File: config.mk
export PLATFORM = sky130hd
export DESIGN_NAME = mmio_uart_tx
export DESIGN_NICKNAME = d
export VERILOG_FILES = /design/src/rtl/mmio_uart_tx.sv
export SDC_FILE = /design/constraint.sdc
export NUM_CORES = 1
export LEC_CHECK = 0
export ABC_AREA = 1
export CAP_MARGIN = 5
export CORE_MARGIN = 2
export CORE_UTILIZATION = 45
export CTS_CLUSTER_SIZE = 12
export DETAILED_ROUTE_END_ITERATION = 8
export GPL_TIMING_DRIVEN = 0
export PLACE_DENSITY_LB_ADDON = 0.2
export SYNTH_ARGS = -nofsm -noshare
export SYNTH_HDL_FRONTEND = slang
export SYNTH_SLANG_ARGS = --single-unit
File: constraint.sdc
create_clock -name clk -period 2.3 [get_ports clk]
set_input_delay 0.46 -clock clk [delete_from_list [all_inputs] [get_ports clk]]
set_output_delay 0.46 -clock clk [all_outputs]
set_load 0.005 [all_outputs]
File: src/rtl/mmio_uart_tx.sv
// Memory-mapped 8N1 UART transmitter with a byte FIFO on the CPU data bus.
// Define UART_TX_PARITY_EN to add a parity bit (even/odd via CTRL bit2).
module mmio_uart_tx #(
  parameter logic [31:0] BASE_ADDR  = 32'h0000_7F20,
  parameter int unsigned CLK_DIV    = 434,
  parameter int unsigned FIFO_DEPTH = 8
) (
  input  logic        clk,
  input  logic        rst,
  input  logic [31:0] addr,
  input  logic [31:0] wdata,
  input  logic        dm_w,
  input  logic        dm_r,
  input  logic [2:0]  dm_op,
  output logic [31:0] rdata,
  output logic        sel,
  output logic        txd,
  output logic        irq
);

  localparam int unsigned PTR_W  = (FIFO_DEPTH > 1) ? $clog2(FIFO_DEPTH) : 1;
  localparam int unsigned CNT_W  = PTR_W + 1;
  localparam int unsigned BAUD_W = 16;
  localparam logic [BAUD_W-1:0] BAUD_RELOAD = BAUD_W'(CLK_DIV - 1);
  localparam logic [CNT_W-1:0]  CNT_FULL    = CNT_W'(FIFO_DEPTH);

  typedef enum logic [2:0] {
    S_IDLE   = 3'd0,
    S_START  = 3'd1,
    S_DATA   = 3'd2,
    S_PARITY = 3'd3,
    S_STOP   = 3'd4
  } state_t;

  state_t state, state_nxt;

  logic [1:0]       offset;
  logic             wr_txdata, wr_status, wr_ctrl;
  logic [7:0]       mem [FIFO_DEPTH];
  logic [PTR_W-1:0] wr_ptr, rd_ptr;
  logic [CNT_W-1:0] count, count_nxt;
  logic             empty, full, push, pop, can_pop;
  logic             ovf, en, ie, ie_nxt, par_odd, busy;
  logic [7:0]       data_q;
  logic             par_q;
  logic [BAUD_W-1:0] baud_cnt, baud_nxt;
  logic [2:0]       bit_idx, idx_nxt, idx_inc;
  logic             bit_end, txd_nxt;
  logic             unused_bits;

  // Bus decode; byte offset and upper store data are don't-care
  assign offset    = addr[3:2];
  assign sel       = (addr[31:4] == BASE_ADDR[31:4]) && (addr[3:2] != 2'b11);
  assign wr_txdata = dm_w && sel && (offset == 2'd0);
  assign wr_status = dm_w && sel && (offset == 2'd1);
  assign wr_ctrl   = dm_w && sel && (offset == 2'd2);
  assign unused_bits = ^{dm_op, wdata[31:8], addr[1:0]};

  assign empty   = (count == '0);
  assign full    = (count == CNT_FULL);
  assign push    = wr_txdata && !full;
  assign can_pop = en && !empty;
  assign busy    = (state != S_IDLE);
  assign bit_end = busy && (baud_cnt == '0);
  assign idx_inc = bit_idx + 3'd1;

  // FIFO storage
  always_ff @(posedge clk) begin
    if (push) mem[wr_ptr] <= wdata[7:0];
  end

  always_ff @(posedge clk or posedge rst) begin
    if (rst) begin
      wr_ptr <= '0;
      rd_ptr <= '0;
      count  <= '0;
    end else begin
      if (push) wr_ptr <= wr_ptr + PTR_W'(1);
      if (pop)  rd_ptr <= rd_ptr + PTR_W'(1);
      count <= count_nxt;
    end
  end

  always_comb begin
    count_nxt = count;
    if (push && !pop)      count_nxt = count + CNT_W'(1);
    else if (pop && !push) count_nxt = count - CNT_W'(1);
  end

  // Control and sticky overflow
  always_ff @(posedge clk or posedge rst) begin
    if (rst) begin
      ovf <= 1'b0;
      en  <= 1'b0;
      ie  <= 1'b0;
    end else begin
      if (wr_txdata && full)          ovf <= 1'b1;
      else if (wr_status && wdata[3]) ovf <= 1'b0;
      if (wr_ctrl) begin
        en <= wdata[0];
        ie <= wdata[1];
      end
    end
  end

  assign ie_nxt = wr_ctrl ? wdata[1] : ie;

`ifdef UART_TX_PARITY_EN
  always_ff @(posedge clk or posedge rst) begin
    if (rst)          par_odd <= 1'b0;
    else if (wr_ctrl) par_odd <= wdata[2];
  end

  // Parity is fixed when the byte is loaded so a CTRL write cannot corrupt a frame
  always_ff @(posedge clk or posedge rst) begin
    if (rst)      par_q <= 1'b0;
    else if (pop) par_q <= (^mem[rd_ptr]) ^ par_odd;
  end
`else
  assign par_odd = 1'b0;
  assign par_q   = 1'b0;
`endif

  // FSM state register
  always_ff @(posedge clk or posedge rst) begin
    if (rst) state <= S_IDLE;
    else     state <= state_nxt;
  end

  // FSM next state
  always_comb begin
    state_nxt = state;
    case (state)
      S_IDLE:  if (can_pop) state_nxt = S_START;
      S_START: if (bit_end) state_nxt = S_DATA;
      S_DATA: begin
        if (bit_end && (bit_idx == 3'd7)) begin
`ifdef UART_TX_PARITY_EN
          state_nxt = S_PARITY;
`else
          state_nxt = S_STOP;
`endif
        end
      end
`ifdef UART_TX_PARITY_EN
      S_PARITY: if (bit_end) state_nxt = S_STOP;
`endif
      S_STOP:  if (bit_end) state_nxt = can_pop ? S_START : S_IDLE;
      default: state_nxt = S_IDLE;
    endcase
  end

  // FSM outputs: pop, bit timing and the next serial level
  always_comb begin
    pop      = 1'b0;
    baud_nxt = baud_cnt;
    idx_nxt  = bit_idx;
    txd_nxt  = txd;
    if (busy && !bit_end) baud_nxt = baud_cnt - BAUD_W'(1);
    case (state)
      S_IDLE: begin
        txd_nxt = 1'b1;
        if (can_pop) begin
          pop      = 1'b1;
          baud_nxt = BAUD_RELOAD;
          txd_nxt  = 1'b0;
        end
      end
      S_START: begin
        if (bit_end) begin
          baud_nxt = BAUD_RELOAD;
          idx_nxt  = 3'd0;
          txd_nxt  = data_q[0];
        end
      end
      S_DATA: begin
        if (bit_end) begin
          baud_nxt = BAUD_RELOAD;
          if (bit_idx == 3'd7) begin
`ifdef UART_TX_PARITY_EN
            txd_nxt = par_q;
`else
            txd_nxt = 1'b1;
`endif
          end else begin
            idx_nxt = idx_inc;
            txd_nxt = data_q[idx_inc];
          end
        end
      end
      S_PARITY: begin
        if (bit_end) begin
          baud_nxt = BAUD_RELOAD;
          txd_nxt  = 1'b1;
        end
      end
      S_STOP: begin
        if (bit_end) begin
          if (can_pop) begin
            pop      = 1'b1;
            baud_nxt = BAUD_RELOAD;
            txd_nxt  = 1'b0;
          end else begin
            txd_nxt = 1'b1;
          end
        end
      end
      default: txd_nxt = 1'b1;
    endcase
  end

  // Transmit datapath and registered outputs
  always_ff @(posedge clk or posedge rst) begin
    if (rst) begin
      data_q   <= 8'h00;
      baud_cnt <= '0;
      bit_idx  <= 3'd0;
      txd      <= 1'b1;
      irq      <= 1'b0;
    end else begin
      if (pop) data_q <= mem[rd_ptr];
      baud_cnt <= baud_nxt;
      bit_idx  <= idx_nxt;
      txd      <= txd_nxt;
      irq      <= ie_nxt && (count_nxt == '0) && (state_nxt == S_IDLE);
    end
  end

  // Load data mux
  always_comb begin
    rdata = 32'h0;
    if (sel && dm_r) begin
      case (offset)
        2'd1:    rdata = {24'h0, 4'(count), ovf, empty, full, busy};
        2'd2:    rdata = {29'h0, par_odd, ie, en};
        default: rdata = 32'h0;
      endcase
    end
  end

endmodule

==> results.md <==
Run status:
- The flow ran to the end, and the final reports show no timing, DRC or antenna violations.

Clocking:
- Clock latency on the worst-skew pair, taken at its later pin, is 360 ps.
- The cell at the root of the clock tree is sky130_fd_sc_hd__clkbuf_16.
- The number of buffers added by the clock tree synthesis step is 9.
- The maximum clock path buffer count is 2.
- The CTS tree is built.
- The number of sinks driven by the clock tree is 109.
- CTS built an H-tree with a depth of 3.
- Hold repair after CTS inserted 0 buffers.
- The clock transition at the registers of the reported paths is 70 ps.

Synth:
- The average instance in the mapped netlist occupies 9.15 µm².
- The async set-or-reset flop fraction in the synthesized netlist is 41.3%.
- After technology mapping, the gate count stands at 629.
- In the post-synthesis netlist, the biggest area contributors are sky130_fd_sc_hd__edfxtp_1 (33%), sky130_fd_sc_hd__dfrtp_1 (19%), sky130_fd_sc_hd__nor2_1 (7.3%).
- In the synthesized netlist the dominant register cell turns out to be sky130_fd_sc_hd__edfxtp_1.
- The cell type contributing the most total cell area after synthesis is sky130_fd_sc_hd__edfxtp_1.
- The area share of the largest cell type after synthesis is 33.4%.
- In the synthesized netlist, the cells that appear most often are sky130_fd_sc_hd__nor2_1 (112), sky130_fd_sc_hd__nand2_1 (93), sky130_fd_sc_hd__edfxtp_1 (64).
- During synthesis, Yosys emitted a total of 0 warnings.
- In this run the cell area of the synthesized design comes to 0.00575 mm².
- The number of flops mapped to enable cells by yosys is 64.
- sky130_fd_sc_hd__nor2_1 is the most common cell in the netlist.
- The sequential-to-total area share from yosys stat is 53.0%.
- The number of different library cells used by synthesis comes to 48.
- The post-synthesis register bit count is 109.

Setup path:
- Measured in cells, the most critical reg-to-reg path has a length of 10.
- The largest fanout on the critical path is 3.
- The startpoint identified for the worst register-to-register timing path is count[0].
- At the worst endpoint, the required time is 1840 ps.
- STA puts the critical path data arrival time at 1800 ps.
- The endpoint identified for the worst register-to-register timing path is mem[7][1].
- The element type at the critical path end is an output pin.
- The launch point of the worst path is addr[23].
- The worst setup path category is input pin to output pin.
- The end point of the critical path is rdata[3].
- The reg-to-reg setup timing slack is 120 ps.
- The kind of start point of the critical path is an input pin.

Global route:
- The total overflow left after global routing is 0.
- Entering global routing, the biggest net connects 36 pins.
- The first global-routing pass estimated 20,800 µm of wire.
- Global routing consumed, over all layers together, 19.8% of the routing resources.
- The initial antenna violation count is 0.
- The number of global-route vias before repair is 4,418.

Floorplanning:
- The initial standard-cell utilization of the core is 45.8%.
- The floorplan step defined a core boundary enclosing 0.0126 mm².
- The initialized floorplan defines 41 standard-cell rows.
- In this run the horizontal extent of the chip is 117 µm.
- The top-level I/O count is 106.
- The height of the chip is 117 µm.
- The full die area is 0.0137 mm².

Place:
- Buffers placed on the I/O ports in this run total 52.
- The HPWL after detailed placement is 9000 µm.
- In this run, placement finished with an instance count of 877.
- The weighted congestion reported at the end of routability-driven placement is 0.820.

Pwr:
- The clock share of power is 40.3%.
- For this design the total switching power over the nets is 0.000865 W.
- The switching portion of total power is 22.7%.
- The internal power summed over all cells is 0.00295 W.
- In this run the static leakage power is 3.31 nW.
- The ratio of total power to cell area is 523 mW/mm².
- Power comes to 0.00382 W.
- The largest voltage drop on the vdd net is 0.000587 V.
- The fraction of power consumed by sequential logic is 54.3%.
- The fraction of power consumed by combinational cells is 5.4%.

Routing:
- Before antenna repair, the detailed router went through 5 iterations.
- The detailed router placed 4,640 vias in this run.
- The number of nets with antenna violations after detailed routing is 0.
- The number of DRC violations after detailed routing is 0.
- The first routing iteration left 268 violations.
- The vias per cell is 5.03.
- The final routed wire length divided by cell count is 14.1 µm.
- The aggregate routed wire length is 13,000 µm.

Min path:
- The min-delay analysis places its worst path in the category input pin to async pin.

Timing:
- The ratio of final minimum period to clock period is 98.2%.
- The relative slew slack is 58.7%.
- The number of endpoints failing setup at the final stage is 0.
- Derived from the worst setup path, the maximum achievable clock frequency is 0.443 GHz.
- The number of endpoints with negative hold slack in the final report was 0.
- Setup repair after global routing could not meet its margin everywhere.
- The final worst clock skew is 12.2 ps.
- The final max-slew violation count is 0.
- The slew at the pin closest to its max-slew limit is 620 ps.
- The minimum clock period is 2260 ps.

Layout:
- The total number of nets in the final design is 829.
- Measured on the finished design, the core utilization comes to 58.1%.
- The non-filler instance count after layout is 923.
- The final-layout fill cell count is 1,097.
- The antenna diode count is 0.
- The share of post-route cells with drive strength above 1 is 22.1%.
- The area growth from synthesis to layout is 26.9%.

Run:
- The max-cap violation count is 0.
## how the worst min path moves through the flow
stage	startpoint	depth (start not counted)	end	slack, ps
2_1_floorplan	bit_idx[1]	2	bit_idx[1]	460
3_3_place_gp	bit_idx[2]	2	bit_idx[2]	470
3_5_place_dp	bit_idx[2]	2	bit_idx[2]	490
4_1_cts	rst	2	irq	350
5_1_grt	rst	2	baud_cnt[11]	360
6_report	rst	2	baud_cnt[11]	350
## cells in the final DEF, fill, tap and decap left out, types with 8 or more instances in the layout
cell	instances
sky130_fd_sc_hd__ha_1	11
sky130_fd_sc_hd__a31oi_1	9
sky130_fd_sc_hd__buf_4	48
sky130_fd_sc_hd__dlygate4sd2_1	13
sky130_fd_sc_hd__clkbuf_1	9
sky130_fd_sc_hd__nor2_2	21
sky130_fd_sc_hd__xor2_1	13
sky130_fd_sc_hd__inv_1	52
sky130_fd_sc_hd__nand2_1	84
sky130_fd_sc_hd__o21ai_0	43
sky130_fd_sc_hd__a21oi_1	12
sky130_fd_sc_hd__nand2_2	10
sky130_fd_sc_hd__clkdlybuf4s50_1	13
sky130_fd_sc_hd__buf_2	12
sky130_fd_sc_hd__nand4_1	8
sky130_fd_sc_hd__clkdlybuf4s15_1	14
sky130_fd_sc_hd__edfxtp_1	64
sky130_fd_sc_hd__nor2_4	9
sky130_fd_sc_hd__nand3_1	23
sky130_fd_sc_hd__nor2_1	94
sky130_fd_sc_hd__dfrtp_1	44
sky130_fd_sc_hd__o22ai_1	17
sky130_fd_sc_hd__conb_1	24
sky130_fd_sc_hd__inv_2	12
sky130_fd_sc_hd__clkbuf_16	9
## flip-flops by register name (all words and copies together) (netlist names)
name / cells
mem: 64
baud_cnt: 16
data_q: 8
count: 4
bit_idx: 3
rd_ptr: 3
state: 3
wr_ptr: 3
en: 1
ie: 1
irq: 1
ovf: 1
txd: 1
## power groups by stage
stage	Combinational (W)	Clock (W)	Sequential, W
floorplan	0.0000801	0	0.00211
global placement	0.000182	0	0.00211
detailed placement	0.000191	0	0.00211
CTS	0.000197	0.00157	0.00207
global route	0.000230	0.00166	0.00207
finish	0.000206	0.00154	0.00207
## worst max-delay path, stage by stage
cell and delay, ps:
sky130_fd_sc_hd__clkdlybuf4s15_1 180, sky130_fd_sc_hd__nor2_1 130, sky130_fd_sc_hd__nand2_1 80, sky130_fd_sc_hd__nor2_2 130, sky130_fd_sc_hd__nand2_2 100, sky130_fd_sc_hd__nor3b_4 250
sky130_fd_sc_hd__nand2_2 110, sky130_fd_sc_hd__buf_4 150, sky130_fd_sc_hd__nor2_1 90, sky130_fd_sc_hd__buf_2 120
## metal layers
metal  GRT usage, %  vias to the layer above  wire length, µm  part of all wire [%]
met5              0                        -                0                     0
met4           6.51                        0              172                   1.3
met3           4.22                       15              654                   5.0
met2           34.5                      111             6590                    51
met1           24.6                     2212             5610                    43
li1               -                     2302                -                     -
## kinds of logic after synthesis
kind of cell | after synthesis | synth area share [%]
DFF | 109 | 53.0
AOI/OAI and AO/OA | 100 | 9.94
other | 1 | 0.0652
buffers and inverters | 106 | 8.81
muxes | 2 | 0.370
and+or+nand+nor | 285 | 23.1
adders and majority gates | 12 | 2.61
xor gates and xnor gates | 14 | 2.13
## timing repair
item	in CTS	in global routing
endpoints found under the setup margin	73	65
resized for setup	101	42
gates cloned	0	0
buffers inserted	26	4
pin swaps	26	29
## layout make-up
type / instances / area (µm²) / share of cell area [%]
plain buffers: 38 / 246 / 3.38
well taps: 172 / 215 / 2.95
clock buffers: 10 / 229 / 3.14
clock inverters: 6 / 61.3 / 0.840
multi-input cells: 437 / 2480 / 33.9
inverters: 68 / 263 / 3.60
flip-flops and latches: 109 / 3050 / 41.8
repair buffers: 83 / 759 / 10.4
## stage by stage
step	area [µm²]	worst slack [ps]	hold WS, ps	TNS [ps]
finish	7300	42.2	354	0
detailed placement	6600	-1320	486	-80510
global route	7300	-36.4	364	-122
global placement	6580	-1240	475	-84400
floorplan	5840	-163	457	-7430
CTS	7150	11.3	355	0
Power figures use the tool's default switching activity.
==> patch, RTL diff (same settings) <==
Remove the register `irq`: a continuous assignment takes its place, so the output `irq` follows one clock earlier.
--- a/src/rtl/mmio_uart_tx.sv
+++ b/src/rtl/mmio_uart_tx.sv
@@ -216,15 +216,15 @@
       baud_cnt <= '0;
       bit_idx  <= 3'd0;
       txd      <= 1'b1;
-      irq      <= 1'b0;
     end else begin
       if (pop) data_q <= mem[rd_ptr];
       baud_cnt <= baud_nxt;
       bit_idx  <= idx_nxt;
       txd      <= txd_nxt;
-      irq      <= ie_nxt && (count_nxt == '0) && (state_nxt == S_IDLE);
-    end
-  end
+    end
+  end
+
+  assign irq = ie_nxt && (count_nxt == '0) && (state_nxt == S_IDLE);
 
   // Load data mux
   always_comb begin
Formal check against the unedited RTL: not equivalent (a bounded check fails within 4 cycles, from zero or initial values and one cycle with rst high).
==> patch against the unedited design <==
The run now ends with negative setup slack left; combinational power is 5% lower; worst setup slack worse by 0.32 ns; clock skew is 0.0039 ns lower; cell count is 1.3% higher; sequential cell count is 1 lower; cell area is 2.4% higher; area after synthesis is 0.43% lower; clock power is 3% higher; total power is 0.43% higher; routed wire length is 4.5% higher; largest cell class unchanged; largest power group unchanged.
==> patch: results <==
synthesis:
  synthTopCellsByCount: "112 x nor2_1, 93 x nand2_1, 64 x edfxtp_1"
  synth_area_leaders: "edfxtp_1 34%, dfrtp_1 19%, nor2_1 7.3%"
  yosysWarnings: 0
  synth_edf_count: 64
  ys_async_sr_fraction: 0.407
  seq_area_frac_synth: 0.528
  syn_inst: 628
final_layout:
  final_nets: 841
  nFillCells: 1112
  drive_gt1_frac: 0.277
  fin_cells: 935
place:
  place_area_mm2: 0.00657
  dpl.hpwl_mm: 9.28
  placed_cells: 876
  gp_congestion: 0.859
  post-place-ws_ns: -1.32
grt:
  grt_pass1_wl_mm: 21.9
  grt_usage: 0.207
  grt_pass1_vias: 4621
  grt_max_degree: 32
  antenna_found_initial: 1
run_status:
  status: "finished with violations"
  violations: "negative setup slack"
pwr:
  p_leak_nw: 3.39
  vdd_drop_max_mv: 0.462
worst_setup_path:
  startpoint: "baud_cnt[0]"
  worstPathArrival_ns: 2.12
  endpoint: "irq"
  slowest_stage: "dfrtp_1"
  reg2regPathDepth: 11
  rr_startpoint: "count[1]"
  critical_path.max_stage_delay_ns: 0.41
  timing.rr.end: "mem[6][7]"
  cp_max_fo: 6
sta:
  worst_pin_slew_ns: 0.605
  fin_tns_setup_ns: -0.500
  worst_slack_ns: -0.281
  setup_viol: 5
  whs_ns: 0.374
  finClkSkew_ns: 0.00833
clocking:
  ctsResizeCount: 160
  clock_latency_ns: 0.35
  post_cts_buffers: 34
detailed_routing:
  dr.pass1.iters: 5
  route.vias.total: 4744
  drt_iter0_markers: 334
  wl_per_cell_um: 14.6
patch: cell types whose count changed in the layout (fill, tap and decap cells not counted), sizes merged:
| cell | unedited run | this run |
|---|---|---|
| clkinv | 4 | 5 |
| clkdlybuf4s15 | 14 | 2 |
| buf | 71 | 90 |
| inv | 70 | 69 |
| dfrtp | 44 | 43 |
| clkdlybuf4s50 | 13 | 12 |
| clkinvlp | 0 | 1 |
| clkbuf | 20 | 26 |
patch: cell families (layout without fill, tap and decap cells):
family / count (synthesis) / in the layout / share of synthesized area
xor+xnor: 14 / 14 / 0.0214
flops: 108 / 108 / 0.528
other cells: 1 / 24 / 0.000655
buf+inv: 106 / 218 / 0.0885
simple gates: 285 / 285 / 0.232
fa+ha+maj: 12 / 12 / 0.0262
compound gates: 100 / 100 / 0.0998
mux: 2 / 2 / 0.00371
patch: layout make-up:
type / instances / area [µm²] / share of cell area
multi-input cells: 437 / 2590 / 0.347
well taps: 172 / 215 / 0.0288
repair buffers: 96 / 820 / 0.110
inverters: 68 / 265 / 0.0355
clock buffers: 9 / 225 / 0.0301
flip-flops and latches: 108 / 3030 / 0.405
clock inverters: 7 / 83.8 / 0.0112
plain buffers: 38 / 246 / 0.0330
patch: layer usage:
metal	global-route usage	part of all wire	vias to the layer above
met1	0.254	0.41	2271
li1	-	-	2323
met2	0.360	0.51	134
met4	0.0588	0.011	2
met5	0	0.00051	-
met3	0.0572	0.066	14
patch: where the power goes:
group	switching, mW	leakage, nW	internal [mW]
clock network	0.795	0.152	0.788
logic	0.0977	2.08	0.0969
registers	0.00000153	1.16	2.05
patch: worst max-delay path, delay by kind of cell, from the launching register on:
family | cells | cell delay (ns)
adders and majority gates | 1 | 0.15
buffers and inverters | 3 | 0.30
DFF | 1 | 0.41
and+or+nand+nor | 11 | 0.90
